File: src/rtl/mcu_pkg.sv
// Shared types and encodings for the multicycle control unit: FSM states,
// one-hot opcode class positions, ALU operation codes and mux encodings.
package mcu_pkg;

    typedef enum logic [2:0] {
        ST_IDLE   = 3'd0,
        ST_FETCH  = 3'd1,
        ST_DECODE = 3'd2,
        ST_EXEC   = 3'd3,
        ST_MEM    = 3'd4,
        ST_WB     = 3'd5,
        ST_ERR    = 3'd6
    } state_e;

    localparam int CLS_W       = 8;
    localparam int CLS_RTYPE   = 0;
    localparam int CLS_ITYPE   = 1;
    localparam int CLS_MOVE    = 2;
    localparam int CLS_LOAD    = 3;
    localparam int CLS_STORE   = 4;
    localparam int CLS_BRANCH  = 5;
    localparam int CLS_JUMP    = 6;
    localparam int CLS_ILLEGAL = 7;

    localparam logic [2:0] ALU_ADD   = 3'b000;
    localparam logic [2:0] ALU_SUB   = 3'b001;
    localparam logic [2:0] ALU_RTYPE = 3'b010;

    localparam logic [1:0] SRCB_REG    = 2'b00;
    localparam logic [1:0] SRCB_FOUR   = 2'b01;
    localparam logic [1:0] SRCB_IMM    = 2'b10;
    localparam logic [1:0] SRCB_IMM_SH = 2'b11;

    localparam logic [1:0] PCSRC_ALU    = 2'b00;
    localparam logic [1:0] PCSRC_ALUOUT = 2'b01;
    localparam logic [1:0] PCSRC_JUMP   = 2'b10;

endpackage

File: src/rtl/mcu_opcode_decoder.sv
// Combinational opcode -> one-hot class decode. Byte loads/stores (001001,
// 010001) are recognised only when MCU_BYTE_OPS_EN is defined; otherwise illegal.
module mcu_opcode_decoder
    import mcu_pkg::*;
(
    input  logic [5:0]       opcode_i,
    output logic [CLS_W-1:0] class_o,
    output logic             byte_o
);

    always_comb begin
        class_o = '0;
        byte_o  = 1'b0;
        if (opcode_i == 6'b000000) begin
            class_o[CLS_RTYPE] = 1'b1;
        end else if (opcode_i == 6'b001000) begin
            class_o[CLS_LOAD] = 1'b1;
        end else if (opcode_i == 6'b010000) begin
            class_o[CLS_STORE] = 1'b1;
`ifdef MCU_BYTE_OPS_EN
        end else if (opcode_i == 6'b001001) begin
            class_o[CLS_LOAD] = 1'b1;
            byte_o            = 1'b1;
        end else if (opcode_i == 6'b010001) begin
            class_o[CLS_STORE] = 1'b1;
            byte_o             = 1'b1;
`endif
        end else if (opcode_i == 6'b100000) begin
            class_o[CLS_MOVE] = 1'b1;
        end else if (opcode_i[5:3] == 3'b111) begin
            class_o[CLS_JUMP] = 1'b1;
        end else if (opcode_i[5] && (opcode_i[1:0] == 2'b11)) begin
            class_o[CLS_BRANCH] = 1'b1;
        end else if ((opcode_i[5:3] == 3'b000) || opcode_i[5]) begin
            // 000xxx and the remaining 100/101/110 groups are ALU immediates
            class_o[CLS_ITYPE] = 1'b1;
        end else begin
            class_o[CLS_ILLEGAL] = 1'b1;
        end
    end

endmodule

File: src/rtl/multicycle_control_unit.sv
// Multicycle CPU control FSM with memory wait timeout and sticky fault flags.
// Byte load/store support is enabled by defining MCU_BYTE_OPS_EN.
//
// state  | meaning
// IDLE   | post-reset, all outputs low
// FETCH  | instruction read, PC += 4 on mem_ready
// DECODE | register read, branch target calc, jumps retire
// EXEC   | ALU op / address calc / branch compare
// MEM    | data memory access
// WB     | register file write
// ERR    | fault trap, left only by reset
module multicycle_control_unit
    import mcu_pkg::*;
#(
    parameter int ALUOP_W     = 3,
    parameter int MEM_TIMEOUT = 15
) (
    input  logic               clk,
    input  logic               rst_n,
    input  logic [5:0]         opcode,
    input  logic               mem_ready,
    output logic               mem_read,
    output logic               mem_write,
    output logic               i_or_d,
    output logic               ir_write,
    output logic               pc_write,
    output logic               reg_write,
    output logic               reg_dst,
    output logic               mem_to_reg,
    output logic               move,
    output logic               byte_op,
    output logic               branch,
    output logic               jump,
    output logic               alu_src_a,
    output logic [1:0]         alu_src_b,
    output logic [1:0]         pc_src,
    output logic [ALUOP_W-1:0] alu_op,
    output logic               illegal_op,
    output logic               mem_err
);

    localparam int CNT_W = $clog2(MEM_TIMEOUT + 1);

    state_e            state_q, state_d;
    logic [CNT_W-1:0]  cnt_q, cnt_d;
    logic              illegal_q, illegal_d;
    logic              mem_err_q, mem_err_d;
    logic [CLS_W-1:0]  cls;
    logic              is_byte;
    logic              wait_expired;

    mcu_opcode_decoder u_dec (
        .opcode_i (opcode),
        .class_o  (cls),
        .byte_o   (is_byte)
    );

    assign wait_expired = (cnt_q == CNT_W'(MEM_TIMEOUT - 1));
    assign illegal_op   = illegal_q;
    assign mem_err      = mem_err_q;

    always_ff @(posedge clk or negedge rst_n) begin
        if (!rst_n) begin
            state_q   <= ST_IDLE;
            cnt_q     <= '0;
            illegal_q <= 1'b0;
            mem_err_q <= 1'b0;
        end else begin
            state_q   <= state_d;
            cnt_q     <= cnt_d;
            illegal_q <= illegal_d;
            mem_err_q <= mem_err_d;
        end
    end

    always_comb begin
        state_d    = state_q;
        cnt_d      = '0;
        illegal_d  = illegal_q;
        mem_err_d  = mem_err_q;
        mem_read   = 1'b0;
        mem_write  = 1'b0;
        i_or_d     = 1'b0;
        ir_write   = 1'b0;
        pc_write   = 1'b0;
        reg_write  = 1'b0;
        reg_dst    = 1'b0;
        mem_to_reg = 1'b0;
        move       = 1'b0;
        byte_op    = 1'b0;
        branch     = 1'b0;
        jump       = 1'b0;
        alu_src_a  = 1'b0;
        alu_src_b  = SRCB_REG;
        pc_src     = PCSRC_ALU;
        alu_op     = '0;

        case (state_q)
            ST_IDLE: state_d = ST_FETCH;

            ST_FETCH: begin
                mem_read  = 1'b1;
                alu_src_b = SRCB_FOUR;
                alu_op    = ALUOP_W'(ALU_ADD);
                ir_write  = mem_ready;
                pc_write  = mem_ready;
                // a ready arriving on the last allowed cycle still completes
                if (mem_ready) begin
                    state_d = ST_DECODE;
                end else if (wait_expired) begin
                    state_d   = ST_ERR;
                    mem_err_d = 1'b1;
                end else begin
                    cnt_d = cnt_q + CNT_W'(1);
                end
            end

            ST_DECODE: begin
                alu_src_b = SRCB_IMM_SH;
                alu_op    = ALUOP_W'(ALU_ADD);
                if (cls[CLS_ILLEGAL]) begin
                    state_d   = ST_ERR;
                    illegal_d = 1'b1;
                end else if (cls[CLS_JUMP]) begin
                    jump     = 1'b1;
                    pc_src   = PCSRC_JUMP;
                    pc_write = 1'b1;
                    state_d  = ST_FETCH;
                end else begin
                    state_d = ST_EXEC;
                end
            end

            ST_EXEC: begin
                alu_src_a = 1'b1;
                if (cls[CLS_RTYPE]) begin
                    alu_src_b = SRCB_REG;
                    alu_op    = ALUOP_W'(ALU_RTYPE);
                    state_d   = ST_WB;
                end else if (cls[CLS_ITYPE] || cls[CLS_MOVE]) begin
                    alu_src_b = SRCB_IMM;
                    alu_op    = ALUOP_W'(opcode[2:0]);
                    state_d   = ST_WB;
                end else if (cls[CLS_LOAD] || cls[CLS_STORE]) begin
                    alu_src_b = SRCB_IMM;
                    alu_op    = ALUOP_W'(ALU_ADD);
                    state_d   = ST_MEM;
                end else if (cls[CLS_BRANCH]) begin
                    alu_src_b = SRCB_REG;
                    alu_op    = ALUOP_W'(ALU_SUB);
                    branch    = 1'b1;
                    pc_src    = PCSRC_ALUOUT;
                    state_d   = ST_FETCH;
                end else begin
                    // opcode changed under us to something not executable here
                    state_d   = ST_ERR;
                    illegal_d = 1'b1;
                end
            end

            ST_MEM: begin
                i_or_d    = 1'b1;
                byte_op   = is_byte;
                mem_read  = cls[CLS_LOAD];
                mem_write = cls[CLS_STORE];
                if (!(cls[CLS_LOAD] || cls[CLS_STORE])) begin
                    state_d   = ST_ERR;
                    illegal_d = 1'b1;
                end else if (mem_ready) begin
                    state_d = cls[CLS_LOAD] ? ST_WB : ST_FETCH;
                end else if (wait_expired) begin
                    state_d   = ST_ERR;
                    mem_err_d = 1'b1;
                end else begin
                    cnt_d = cnt_q + CNT_W'(1);
                end
            end

            ST_WB: begin
                reg_write  = 1'b1;
                reg_dst    = cls[CLS_RTYPE];
                mem_to_reg = cls[CLS_LOAD];
                byte_op    = cls[CLS_LOAD] & is_byte;
                move       = cls[CLS_MOVE];
                state_d    = ST_FETCH;
            end

            ST_ERR: state_d = ST_ERR;

            default: state_d = ST_IDLE;
        endcase
    end

endmodule

File: config.mk
export PLATFORM = sky130hd
export DESIGN_NAME = multicycle_control_unit
export DESIGN_NICKNAME = d
export VERILOG_FILES = /design/src/rtl/mcu_pkg.sv /design/src/rtl/mcu_opcode_decoder.sv /design/src/rtl/multicycle_control_unit.sv
export SDC_FILE = /design/constraint.sdc
export NUM_CORES = 1
export LEC_CHECK = 0
export CAP_MARGIN = 20
export CORE_MARGIN = 2
export CORE_UTILIZATION = 41
export CTS_CLUSTER_DIAMETER = 200
export DETAILED_ROUTE_END_ITERATION = 10
export PLACE_DENSITY = 0.75
export SLEW_MARGIN = 40
export SYNTH_ARGS = -nofsm -noshare
export SYNTH_HDL_FRONTEND = slang
export SYNTH_HIERARCHICAL = 1
export SYNTH_SLANG_ARGS = --single-unit
File: constraint.sdc
create_clock -name clk -period 2.3 [get_ports clk]
set_input_delay 0.46 -clock clk [delete_from_list [all_inputs] [get_ports clk]]
set_output_delay 0.46 -clock clk [all_outputs]
set_load 0.03 [all_outputs]
==> metrics.cfg, run 1 <==
[run_status]
status=finished with violations
violations=negative setup slack

[die]
die_w_um=52.19
die_y_um=52.19
die_area_um2=2724
io_pins=31
fp-row-count=17
start_util=0.4304
coreArea_um2=2212

[synth]
syn_inst=114
syn-cell-area_um2=952.2
synth_top_cell_by_area=dfrtp_1
async_flop_share=1.000
synthesis.nets=125
synth_warnings=6
yosys-top-cells-area=dfrtp_1, a21oi_1, nand2b_1, nor4_1, o21ai_0
synth_area_per_cell_um2=8.352
yosysSeqAreaShare=0.2365
synth_edf_count=0
ys.flop_type=dfrtp_1
synthDistinctLibCells=53
synth-seq-cells=9
synth_top_area_frac=0.2365

[critical_path]
r2r-start=state_q[1]
cp.required_ns=1.84
r2r-end=state_q[1]
worstSetupStartpointType=primary input
cp.arrival_ns=2.09
critPathMaxFanout=4
reg2reg_depth=4
critical_path.endpoint_type=output port
r2r_slack_ns=0.47
crit_type=primary input to output port

[sta]
fin_skew_ns=0.002285
worst_slew_pin_slew_ns=0.6455
hold_violations=0
setup_viol=14
grt_setup_unrepaired=yes
layout_setup_ws_ns=-0.2541
drv_slew=0
clock.fmax_ghz=0.3915
maxSlewHeadroom=0.5710
hold_slack_ns=0.4796
fin_crit_sh=1.110
period_needed_ns=2.554
fin_tns_setup_ns=-1.701

[power_and_ir_drop]
p_seq_frac=0.190
p_sw_frac=0.4939
irDropWorstVdd_uv=632.7
internal-power_w=0.0006619
switchingPower_w=0.0006460
p_per_area_nw_per_um2=746.1
p_leak_nw=0.7910
pwr-share-comb=0.717
p_clk_frac=0.092

[cells_and_area]
final_common_cell=buf_4
nNetsFinal=193
final_cell_mix=buf_4, buf_6, dfrtp_1, clkdlybuf4s50_1
fillers=134
regArea_um2=225.2
multi_input_area_um2=794.5
final_cell_area_um2=1753
n_antenna_cell=0
final_layout_size_suffix_gt1_frac=0.5691
syn2layout_area_growth_pct=84.10
layout.cells.non_filler=209

[clocking]
h-tree-depth=1
cts_sinks=9
cts-root-buf=clkbuf_4
holdBufCountCts=0
insertion_delay_ns=0.26
cts_buffer_depth=2
cts_tree=built
cts_buffers=3
clk_pin_slew_ns=0.06

[grt]
grt-ovfl-total=0
grt_pass1_vias=1240
grt_pass1_wl_um=5816
grt_antenna_before_repair=0
grt_max_degree=14
grt_usage=0.2867

[place]
dp_hpwl_um=2292
io_buffers=29
pre_cts_ws_ns=-0.5761
place_area_um2=1523
dp.cells=193
gp_congestion=0.7958

[routing]
viasPerCell=5.799
wl_per_cell_um=17.15
drtIter0Drc=32
vias=1212
first_pass_iters=4
wl_um=3585
ant_nets=0
drc=0

[hold_path]
hold_path_class=primary input to async pin

[run]
maxCapViolCount=0

[worst max path at each step]
stage	start	slack (ns)	endpoint	cells after the start
after global placement	opcode[1]	-0.48	alu_op[0]	8
after floorplan	opcode[1]	-0.20	pc_write	6
after global routing	opcode[1]	-0.31	alu_src_b[1]	8
final	opcode[1]	-0.25	alu_src_b[1]	8
after CTS	opcode[0]	-0.27	alu_op[0]	8
after detailed placement	opcode[1]	-0.58	alu_op[0]	8
[state kept, by name (all words and copies together) (netlist names)]
| signal | count |
|---|---|
| state_q | 3 |
| mem_err | 1 |
| cnt_q | 4 |
| illegal_op | 1 |
[synth_stat cells (2+ instances only)]
cell and number:
or2_2 2, buf_4 3, dfrtp_1 9, nand3b_1 3, nor2b_1 2, nand3_1 4, inv_1 5, nor4b_2 2
nand2b_1 5, nor4_1 5, ha_1 2, a31o_2 2, nor4bb_1 2, nor2_1 3, and3_1 2, o21ai_0 6
clkbuf_1 5, nor3_1 2, and3_2 2, nor3b_1 3, a21oi_1 8, and2_1 3, nand2_1 4
[cell families (layout without fill, tap and decap cells)]
| logic type | count (synthesis) | after routing | synth area share |
|---|---|---|---|
| AO/OA/AOI/OAI | 28 | 28 | 0.1906 |
| XOR/XNOR | 2 | 2 | 0.01840 |
| other | 1 | 1 | 0.003938 |
| flip-flops | 9 | 9 | 0.2365 |
| adder cells (fa/ha/maj) | 3 | 3 | 0.03810 |
| AND/OR/NAND/NOR | 54 | 54 | 0.4231 |
| buffers and inverters | 17 | 84 | 0.08934 |
[cell type report]
class                      count  area share
multi-input combinational     88      0.4532
timing repair buffer          74      0.3697
sequential                     9      0.1285
tap                           28     0.01999
clock buffer                   3     0.01285
inverter                       6     0.01285
clock inverter                 1    0.002855
[through the flow]
| step | total power, W | util |
|---|---|---|
| 2_1_floorplan | 0.0008017 | - |
| 3_3_place_gp | 0.001077 | 0.6883 |
| 3_5_place_dp | 0.001088 | 0.6883 |
| 4_1_cts | 0.001258 | 0.7732 |
| 5_1_grt | 0.001383 | 0.7924 |
| 6_report | 0.001308 | 0.7924 |
[power by group through the flow]
stage / registers (W) / clock network [W] / logic (W)
after global placement: 0.000245 / 0 / 0.000832
after detailed placement: 0.000247 / 0 / 0.000841
after global routing: 0.000255 / 0.000132 / 0.000996
after floorplan: 0.000211 / 0 / 0.000591
after CTS: 0.000244 / 0.000125 / 0.000888
final: 0.000249 / 0.000121 / 0.000938
[metal layers]
metal,wire length [um],up-vias,global-route usage,part of all wire
met5,0,-,0,0
met1,1394,584,0.3483,0.39
li1,-,558,-,-
met2,1839,60,0.4979,0.51
met4,122,0,0.1496,0.034
met3,229,10,0.02857,0.064
[critical path, stage by stage]
cell,delay [ns]
buf_6,0.09
or3_4,0.41
buf_6,0.14
nor4b_4,0.40
nor4_4,0.11
o21ai_1,0.16
and2_1,0.18
buf_6,0.14
[timing repair]
action / CTS / global route
endpoints found under the setup margin: 20 / 17
pin swaps: 11 / 7
gates resized for setup: 50 / 10
buffers inserted: 11 / 1
Power figures use the tool's default switching activity.
==> run 2, diff against run 1 <==
--- a/config.mk
+++ b/config.mk
@@ -5,7 +5,6 @@
 export SDC_FILE = /design/constraint.sdc
 export NUM_CORES = 1
 export LEC_CHECK = 0
-export CAP_MARGIN = 20
 export CORE_MARGIN = 2
 export CORE_UTILIZATION = 41
 export CTS_CLUSTER_DIAMETER = 200
==> results of run 2 <==
Same layout as run 1: the final DEF is identical, and so are final timing and power.
